<file path="src/rtl/cci_rd_arb_pkg.sv">
// rtl/cci_rd_arb_pkg.sv - shared types and helpers for the channel-0 read arbiter
// Purpose: counter type, tag-width helper and mdata tag builder used by
// cci_rd_arbiter and rr_arbiter. No ports.
package cci_rd_arb_pkg;

    localparam int CCI_MDATA_W = 16;

    typedef logic [7:0] t_cci_rd_arb_cnt;

    // Width of the requester index carried in mdata; never below one bit.
    function automatic int rd_arb_id_w(input int n);
        return (n > 2) ? $clog2(n) : 1;
    endfunction

    // mdata tag: requester index in the low id_w bits, everything else zero.
    function automatic logic [CCI_MDATA_W-1:0] rd_arb_tag(input int unsigned id,
                                                          input int unsigned id_w);
        return CCI_MDATA_W'(id & ((32'd1 << id_w) - 32'd1));
    endfunction

endpackage

</file>
<file path="src/rtl/cci_rd_arbiter_if.sv">
// rtl/cci_rd_arbiter_if.sv - requester, channel-0 and response bundle for the read arbiter
// Purpose: groups the requester handshake, channel-0 TX/RX and response
// signals. Modport master is the arbiter's view, slave is the environment's
// (requesters plus MPF) view.
interface cci_rd_arbiter_if #(
    parameter int N_REQ   = 4,
    parameter int ADDR_W  = 42,
    parameter int DATA_W  = 512,
    parameter int MDATA_W = 16
);
    logic [N_REQ-1:0]        req_valid;
    logic [N_REQ*ADDR_W-1:0] req_addr;
    logic [N_REQ-1:0]        req_ready;
    logic                    c0_almfull;
    logic                    c0_tx_valid;
    logic [ADDR_W-1:0]       c0_tx_addr;
    logic [MDATA_W-1:0]      c0_tx_mdata;
    logic                    c0_rx_rdvalid;
    logic [MDATA_W-1:0]      c0_rx_mdata;
    logic [DATA_W-1:0]       c0_rx_data;
    logic [N_REQ-1:0]        rsp_valid;
    logic [DATA_W-1:0]       rsp_data;

    modport master (
        input  req_valid, req_addr, c0_almfull, c0_rx_rdvalid, c0_rx_mdata, c0_rx_data,
        output req_ready, c0_tx_valid, c0_tx_addr, c0_tx_mdata, rsp_valid, rsp_data
    );

    modport slave (
        output req_valid, req_addr, c0_almfull, c0_rx_rdvalid, c0_rx_mdata, c0_rx_data,
        input  req_ready, c0_tx_valid, c0_tx_addr, c0_tx_mdata, rsp_valid, rsp_data
    );
endinterface

</file>
<file path="src/rtl/rr_arbiter.sv">
// rtl/rr_arbiter.sv - round-robin arbiter with internal last-grant pointer
// Purpose: grants the first requesting index strictly after the last grant.
// Ports: clk, reset (async, active high), request[N], enable,
//        grant[N] (one-hot, combinational), grant_idx (valid when grant != 0).
module rr_arbiter
    import cci_rd_arb_pkg::*;
#(
    parameter  int N     = 4,
    localparam int IDX_W = rd_arb_id_w(N)
) (
    input  logic             clk,
    input  logic             reset,
    input  logic [N-1:0]     request,
    input  logic             enable,
    output logic [N-1:0]     grant,
    output logic [IDX_W-1:0] grant_idx
);

    logic [IDX_W-1:0] last_grant;

    // Scan N candidates starting just after last_grant; first hit wins.
    always_comb begin
        grant     = '0;
        grant_idx = last_grant;
        for (int k = 1; k <= N; k++) begin
            if (enable && (grant == '0) && request[(int'(last_grant) + k) % N]) begin
                grant[(int'(last_grant) + k) % N] = 1'b1;
                grant_idx = IDX_W'((int'(last_grant) + k) % N);
            end
        end
    end

    // Resetting to N-1 gives requester 0 first priority.
    always_ff @(posedge clk or posedge reset) begin
        if (reset) begin
            last_grant <= IDX_W'(N - 1);
        end else if (grant != '0) begin
            last_grant <= grant_idx;
        end
    end

endmodule

</file>
<file path="src/rtl/cci_rd_arbiter.sv">
// rtl/cci_rd_arbiter.sv - shares the channel-0 read port among N_REQ requesters
// Purpose: round-robin grant gated by almost-full and per-requester
// outstanding limit, mdata tagging, and tag-based response routing.
// Ports: clk, reset (async, active high), bus (cci_rd_arbiter_if.master),
//        idle, err_bad_tag, err_underflow (sticky until reset).
module cci_rd_arbiter
    import cci_rd_arb_pkg::*;
#(
    parameter int N_REQ           = 4,
    parameter int MAX_OUTSTANDING = 64,
    parameter int ADDR_W          = 42,
    parameter int DATA_W          = 512,
    parameter int MDATA_W         = 16
) (
    input  logic                    clk,
    input  logic                    reset,
    cci_rd_arbiter_if.master        bus,
    output logic                    idle,
    output logic                    err_bad_tag,
    output logic                    err_underflow
);

    localparam int              ID_W    = rd_arb_id_w(N_REQ);
    localparam t_cci_rd_arb_cnt CNT_MAX = t_cci_rd_arb_cnt'(MAX_OUTSTANDING);

    logic [N_REQ-1:0]  elig;
    logic [N_REQ-1:0]  grant;
    logic [ID_W-1:0]   grant_idx;
    logic [ADDR_W-1:0] grant_addr;
    logic [N_REQ-1:0]  rsp_hit;
    logic [ID_W-1:0]   rx_id;
    logic              rx_in_range;
    logic              rx_underflow;
    logic              all_zero;
    t_cci_rd_arb_cnt   cnt      [N_REQ];
    t_cci_rd_arb_cnt   cnt_next [N_REQ];

    always_comb begin
        for (int i = 0; i < N_REQ; i++) begin
            elig[i] = bus.req_valid[i] && (cnt[i] < CNT_MAX);
        end
    end

    // Reset also holds off grants so req_ready reads 0 while reset is high.
    rr_arbiter #(.N(N_REQ)) u_rr (
        .clk       (clk),
        .reset     (reset),
        .request   (elig),
        .enable    (!bus.c0_almfull && !reset),
        .grant     (grant),
        .grant_idx (grant_idx)
    );

    assign bus.req_ready = grant;

    always_comb begin
        grant_addr = '0;
        for (int i = 0; i < N_REQ; i++) begin
            if (grant[i]) grant_addr = bus.req_addr[i*ADDR_W +: ADDR_W];
        end
    end

    // Response decode; ids outside 0..N_REQ-1 match no requester.
    assign rx_id       = bus.c0_rx_mdata[ID_W-1:0];
    assign rx_in_range = int'(rx_id) < N_REQ;

    always_comb begin
        rsp_hit      = '0;
        rx_underflow = 1'b0;
        for (int i = 0; i < N_REQ; i++) begin
            if (bus.c0_rx_rdvalid && (rx_id == ID_W'(i))) begin
                rsp_hit[i]   = 1'b1;
                rx_underflow = (cnt[i] == '0);
            end
        end
    end

    // A response to an empty counter is delivered but never decrements.
    always_comb begin
        all_zero = 1'b1;
        for (int i = 0; i < N_REQ; i++) begin
            cnt_next[i] = cnt[i];
            if (grant[i] && !(rsp_hit[i] && cnt[i] != '0)) begin
                cnt_next[i] = cnt[i] + 1'b1;
            end else if (!grant[i] && rsp_hit[i] && cnt[i] != '0) begin
                cnt_next[i] = cnt[i] - 1'b1;
            end
            if (cnt_next[i] != '0) all_zero = 1'b0;
        end
    end

    always_ff @(posedge clk or posedge reset) begin
        if (reset) begin
            bus.c0_tx_valid <= 1'b0;
            bus.c0_tx_addr  <= '0;
            bus.c0_tx_mdata <= '0;
            bus.rsp_valid   <= '0;
            bus.rsp_data    <= '0;
            for (int i = 0; i < N_REQ; i++) cnt[i] <= '0;
            idle            <= 1'b1;
            err_bad_tag     <= 1'b0;
            err_underflow   <= 1'b0;
        end else begin
            bus.c0_tx_valid <= |grant;
            if (|grant) begin
                bus.c0_tx_addr  <= grant_addr;
                bus.c0_tx_mdata <= MDATA_W'(rd_arb_tag(int'(grant_idx), ID_W));
            end
            bus.rsp_valid <= rsp_hit;
            if (bus.c0_rx_rdvalid) bus.rsp_data <= bus.c0_rx_data;
            for (int i = 0; i < N_REQ; i++) cnt[i] <= cnt_next[i];
            idle <= all_zero;
            if (bus.c0_rx_rdvalid && !rx_in_range) err_bad_tag <= 1'b1;
            if ((rsp_hit != '0) && rx_underflow)   err_underflow <= 1'b1;
        end
    end

endmodule

</file>
<file path="src/flat_wrapper.sv">
// flat-port wrapper written by rule: the top's interface ports become plain ports
module cci_rd_arbiter_flat import cci_rd_arb_pkg::*;
#(
    parameter int N_REQ           = 4,
    parameter int MAX_OUTSTANDING = 64,
    parameter int ADDR_W          = 42,
    parameter int DATA_W          = 512,
    parameter int MDATA_W         = 16
)
  (clk, reset, idle, err_bad_tag, err_underflow, bus_req_valid, bus_req_addr, bus_c0_almfull, bus_c0_rx_rdvalid, bus_c0_rx_mdata, bus_c0_rx_data, bus_req_ready, bus_c0_tx_valid, bus_c0_tx_addr, bus_c0_tx_mdata, bus_rsp_valid, bus_rsp_data);
  cci_rd_arbiter_if #(.N_REQ(N_REQ), .ADDR_W(ADDR_W), .DATA_W(DATA_W), .MDATA_W(MDATA_W)) bus_i ();
  input  logic clk;
  input  logic reset;
  output logic idle;
  output logic err_bad_tag;
  output logic err_underflow;
  input wire logic [$bits(bus_i.req_valid)-1:0] bus_req_valid;
  input wire logic [$bits(bus_i.req_addr)-1:0] bus_req_addr;
  input wire logic [$bits(bus_i.c0_almfull)-1:0] bus_c0_almfull;
  input wire logic [$bits(bus_i.c0_rx_rdvalid)-1:0] bus_c0_rx_rdvalid;
  input wire logic [$bits(bus_i.c0_rx_mdata)-1:0] bus_c0_rx_mdata;
  input wire logic [$bits(bus_i.c0_rx_data)-1:0] bus_c0_rx_data;
  output wire logic [$bits(bus_i.req_ready)-1:0] bus_req_ready;
  output wire logic [$bits(bus_i.c0_tx_valid)-1:0] bus_c0_tx_valid;
  output wire logic [$bits(bus_i.c0_tx_addr)-1:0] bus_c0_tx_addr;
  output wire logic [$bits(bus_i.c0_tx_mdata)-1:0] bus_c0_tx_mdata;
  output wire logic [$bits(bus_i.rsp_valid)-1:0] bus_rsp_valid;
  output wire logic [$bits(bus_i.rsp_data)-1:0] bus_rsp_data;
  assign bus_i.req_valid = bus_req_valid;
  assign bus_i.req_addr = bus_req_addr;
  assign bus_i.c0_almfull = bus_c0_almfull;
  assign bus_i.c0_rx_rdvalid = bus_c0_rx_rdvalid;
  assign bus_i.c0_rx_mdata = bus_c0_rx_mdata;
  assign bus_i.c0_rx_data = bus_c0_rx_data;
  assign bus_req_ready = bus_i.req_ready;
  assign bus_c0_tx_valid = bus_i.c0_tx_valid;
  assign bus_c0_tx_addr = bus_i.c0_tx_addr;
  assign bus_c0_tx_mdata = bus_i.c0_tx_mdata;
  assign bus_rsp_valid = bus_i.rsp_valid;
  assign bus_rsp_data = bus_i.rsp_data;
  cci_rd_arbiter #(.N_REQ(N_REQ), .MAX_OUTSTANDING(MAX_OUTSTANDING), .ADDR_W(ADDR_W), .DATA_W(DATA_W), .MDATA_W(MDATA_W)) u_core (.clk(clk), .reset(reset), .bus(bus_i), .idle(idle), .err_bad_tag(err_bad_tag), .err_underflow(err_underflow));
endmodule
</file>
<file path="config.mk">
export PLATFORM = sky130hd
export DESIGN_NAME = cci_rd_arbiter_flat
export DESIGN_NICKNAME = d
export VERILOG_FILES = /design/src/rtl/cci_rd_arb_pkg.sv /design/src/rtl/cci_rd_arbiter_if.sv /design/src/rtl/rr_arbiter.sv /design/src/rtl/cci_rd_arbiter.sv /design/src/flat_wrapper.sv
export SDC_FILE = /design/constraint.sdc
export NUM_CORES = 1
export LEC_CHECK = 0
export ABC_CLOCK_PERIOD_IN_PS = 25900
export CAP_MARGIN = 20
export CORE_AREA = 2 2 496 498
export DETAILED_ROUTE_END_ITERATION = 10
export DIE_AREA = 0 0 498 500
export HOLD_SLACK_MARGIN = 0.02
export PLACE_DENSITY = 0.36
export RECOVER_POWER = 25
export SETUP_SLACK_MARGIN = 0.2
export SKIP_LAST_GASP = 1
export SLEW_MARGIN = 20
export SYNTH_ARGS = -nofsm -noshare
export SYNTH_HDL_FRONTEND = slang
export SYNTH_SLANG_ARGS = --single-unit
export TNS_END_PERCENT = 20
</file>
<file path="constraint.sdc">
create_clock -name clk -period 25.9 [get_ports clk]
set_input_delay 5.18 -clock clk [delete_from_list [all_inputs] [get_ports clk]]
set_output_delay 5.18 -clock clk [all_outputs]
set_load 0.01 [all_outputs]
</file>
==> metrics.cfg <==
[synth]
synth_cell_types = 83
synth_xor_area_share_pct = 0.8091
synth-adder-area-share_pct = 1.035
syn_area_um2 = 24900
ys_seq_area_share_pct = 60.02
synth_compound_area_share_pct = 7.759
yosysWarningCount = 0
muxShareOfSynthArea_pct = 23.54
synth-seq-cells = 597
synth_flop_cell = dfrtp_1
synth_simple_gate_area_share_pct = 4.327
synth_top_family_by_area = multiplexers
synth-edff-count = 0
avgSynthCellArea_um2 = 14.19
ys_async_sr_fraction_pct = 100.0
netlist_instances = 1754

[floorplan]
die_w_um = 498
io_pins = 1286
num_rows = 182
dieArea_um2 = 249000
core_um2 = 244300
die_h_um = 500
start_util_pct = 10.19

[setup_path]
worst_path_max_delay_cell = clkbuf_1
crit_path_end_kind = flop
r2r_start = u_core.u_rr.last_grant[0]
required_ns = 26.51
r2r_slack_ns = 20.44
path_class = in2reg
worstPathArrival_ns = 15.61
start_kind = primary input
worstPathMaxFanout = 113
r2r_end = u_core.bus.c0_tx_addr[5]
rr_worst_depth = 15
worstPathCellList = clkbuf_1 > clkbuf_1 > buf_4 > buf_4 > mux2_2
slowest_delay_ns = 5.34

[route]
first_pass_iters = 4
wl_per_cell_um = 29.24
drc = 0
routed_wl_mm = 185.1
drtIter0Drc = 900
ant_nets = 0
vias = 21200
vias_per_cell = 3.348

[power_and_ir_drop]
p_total_uw = 3589
p_leak_uw = 0.01688
power_density_nw_per_um2 = 80.75
peakVddDrop_mv = 0.04958

[sta]
finalClockSkew_ns = 0.03303
setup_viol = 0
drv_slew = 560
fin_setup_tns_ns = 0
period_share_pct = 57.91
finalHoldViolCount = 0
period_needed_ns = 15.00
slew_headroom_pct = -396.9
fmax_mhz = 66.67
worstMarginPinSlew_ns = 7.453
rsz0062_at_grt = no

[layout]
final_nets = 3738
layout_common_cells = clkdlybuf4s50_1, dfrtp_1, mux2_2
final_cells = 6331
areaGrowthSynthToFinish_pct = 78.51
final_area_um2 = 44450
layout.cells.most_common = clkdlybuf4s50_1
drive_above_1_share_pct = 23.15

[clock_tree]
insertion_delay_ns = 0.71
clk_pin_slew_ns = 0.06
clock_sinks = 597
cts_setup_buffers = 0
cts_tree = yes
hold_buffers = 0
cts_buffers = 89
post_cts_resized = 0
cts.htree.levels = 3
clk_path_buf_depth = 3
clockRootBuffer = clkbuf_16

[status]
violations = capacitance limit, slew limit
outcome = finished with violations

[global_route]
grt_pass1_vias = 22020
grt_max_degree = 143
antenna_found_initial = 161
grtUsageTotal_pct = 14.43
grt-ovfl-total = 0
grt_pass1_wl_mm = 236.7

[hold_path]
holdPathStages = 1
hold_path_class = reg2reg
hold_start = u_core.err_underflow
worstHoldEndpoint = u_core.err_underflow

[placement]
dpl_cell_area_um2 = 41260
port_buffers = 1256
hpwl_mm = 155.2
gp_congestion = 0.8447
dp.cells = 6144

[flow_run]
cap_viol_max_count = 8

[critical path: cells and delay by family]
| family | cells | cell delay (ns) |
|---|---|---|
| buffers and inverters | 4 | 9.68 |
| muxes | 1 | 0.41 |
[where the power goes]
group          switching (µW)  internal [µW]  total, µW
Sequential                124           1080       1200
Combinational             532            507       1040
Clock                     538            810       1350
[cell type report]
| type | instances | area (µm²) |
|---|---|---|
| Clock buffer | 128 | 2584 |
| Antenna cell | 22 | 55.05 |
| Clock inverter | 37 | 608.1 |
| Inverter | 20 | 76.32 |
| Tap cell | 3220 | 4029 |
| Fill cell | 26770 | 199900 |
| Timing Repair Buffer | 1279 | 12740 |
| Multi-Input combinational cell | 1028 | 9409 |
| Sequential cell | 597 | 14940 |
[cells in the mapped netlist, types with 3 or more instances]
library cell	instances	share of area (%)
o21ai_1	14	0.28
a31oi_1	8	0.20
a221oi_1	3	0.11
nand4_1	8	0.20
a221o_1	42	1.7
ha_1	19	0.95
xor2_1	4	0.14
o221ai_1	3	0.11
mux2_2	512	23
and4_1	7	0.25
and2_1	10	0.25
a21o_1	6	0.18
nor3b_1	7	0.21
or2_2	5	0.13
buf_4	15	0.45
nand3_1	22	0.44
o211ai_1	8	0.24
xnor2_1	19	0.67
o21ai_0	89	1.8
mux2i_1	5	0.20
a22oi_1	44	1.3
nor2_1	23	0.35
o21a_1	4	0.12
buf_2	11	0.22
dfrtp_1	594	60
a21oi_1	17	0.34
clkbuf_1	81	1.2
buf_1	14	0.21
nor4_1	15	0.38
nand2_1	25	0.38
o22ai_1	7	0.18
nor4b_2	3	0.18
inv_1	19	0.29
dfstp_2	3	0.32
and3_1	5	0.13
or3_1	6	0.15
a21oi_2	3	0.11
nor3_1	12	0.24
[layer usage]
layer	wire [µm]	vias up	part of all wire [%]	track usage (%)
li1	-	9029	-	-
met1	66190	10630	36	14.99
met2	92580	1043	50	25.55
met3	20460	397	11	7.693
met4	5253	98	2.8	3.079
met5	600	-	0.32	0
[metrics by stage]
step | setup WS (ns) | hold WS (ns) | util (%)
after floorplan | 4.015 | 0.4801 | -
after global placement | 11.49 | 0.4547 | 16.89
after detailed placement | 11.48 | 0.4602 | 16.89
after CTS | 11.47 | 0.4762 | 18.19
after global routing | 8.915 | 0.4851 | 18.17
final | 10.90 | 0.4698 | 18.19
[logic make-up (layout without fill, tap and decap cells)]
family / Yosys count / count (layout)
and+or+nand+nor: 174 / 174
buffers and inverters: 143 / 1464
other: 1 / 37
DFF: 597 / 597
adders and majority gates: 21 / 21
xor gates and xnor gates: 23 / 23
AOI/OAI and AO/OA: 276 / 276
muxes: 519 / 519
[flip-flops by register name (all words and copies together), names as in the netlist]
register / flops
u_core.bus.c0_tx_valid: 1
u_core.cnt: 32
u_core.bus.c0_tx_addr: 42
u_core.err_underflow: 1
u_core.u_rr.last_grant: 2
u_core.bus.rsp_data: 512
u_core.bus.rsp_valid: 4
u_core.idle: 1
u_core.bus.c0_tx_mdata: 2
[worst max path at each step]
| stage | from | endpoint | slack (ns) | cells past startpoint |
|---|---|---|---|---|
| 2_1_floorplan | reset | u_core.bus.c0_tx_addr[0] | 4.02 | 1 |
| 3_3_place_gp | bus_req_valid[2] | bus_req_ready[2] | 11.49 | 11 |
| 3_5_place_dp | bus_req_valid[2] | bus_req_ready[2] | 11.48 | 11 |
| 4_1_cts | bus_req_valid[2] | bus_req_ready[2] | 11.47 | 11 |
| 5_1_grt | reset | u_core.bus.rsp_data[477] | 8.92 | 3 |
| 6_report | bus_c0_rx_rdvalid | u_core.bus.rsp_data[318] | 10.90 | 5 |
No activity file was read; power rests on OpenSTA's default activity.
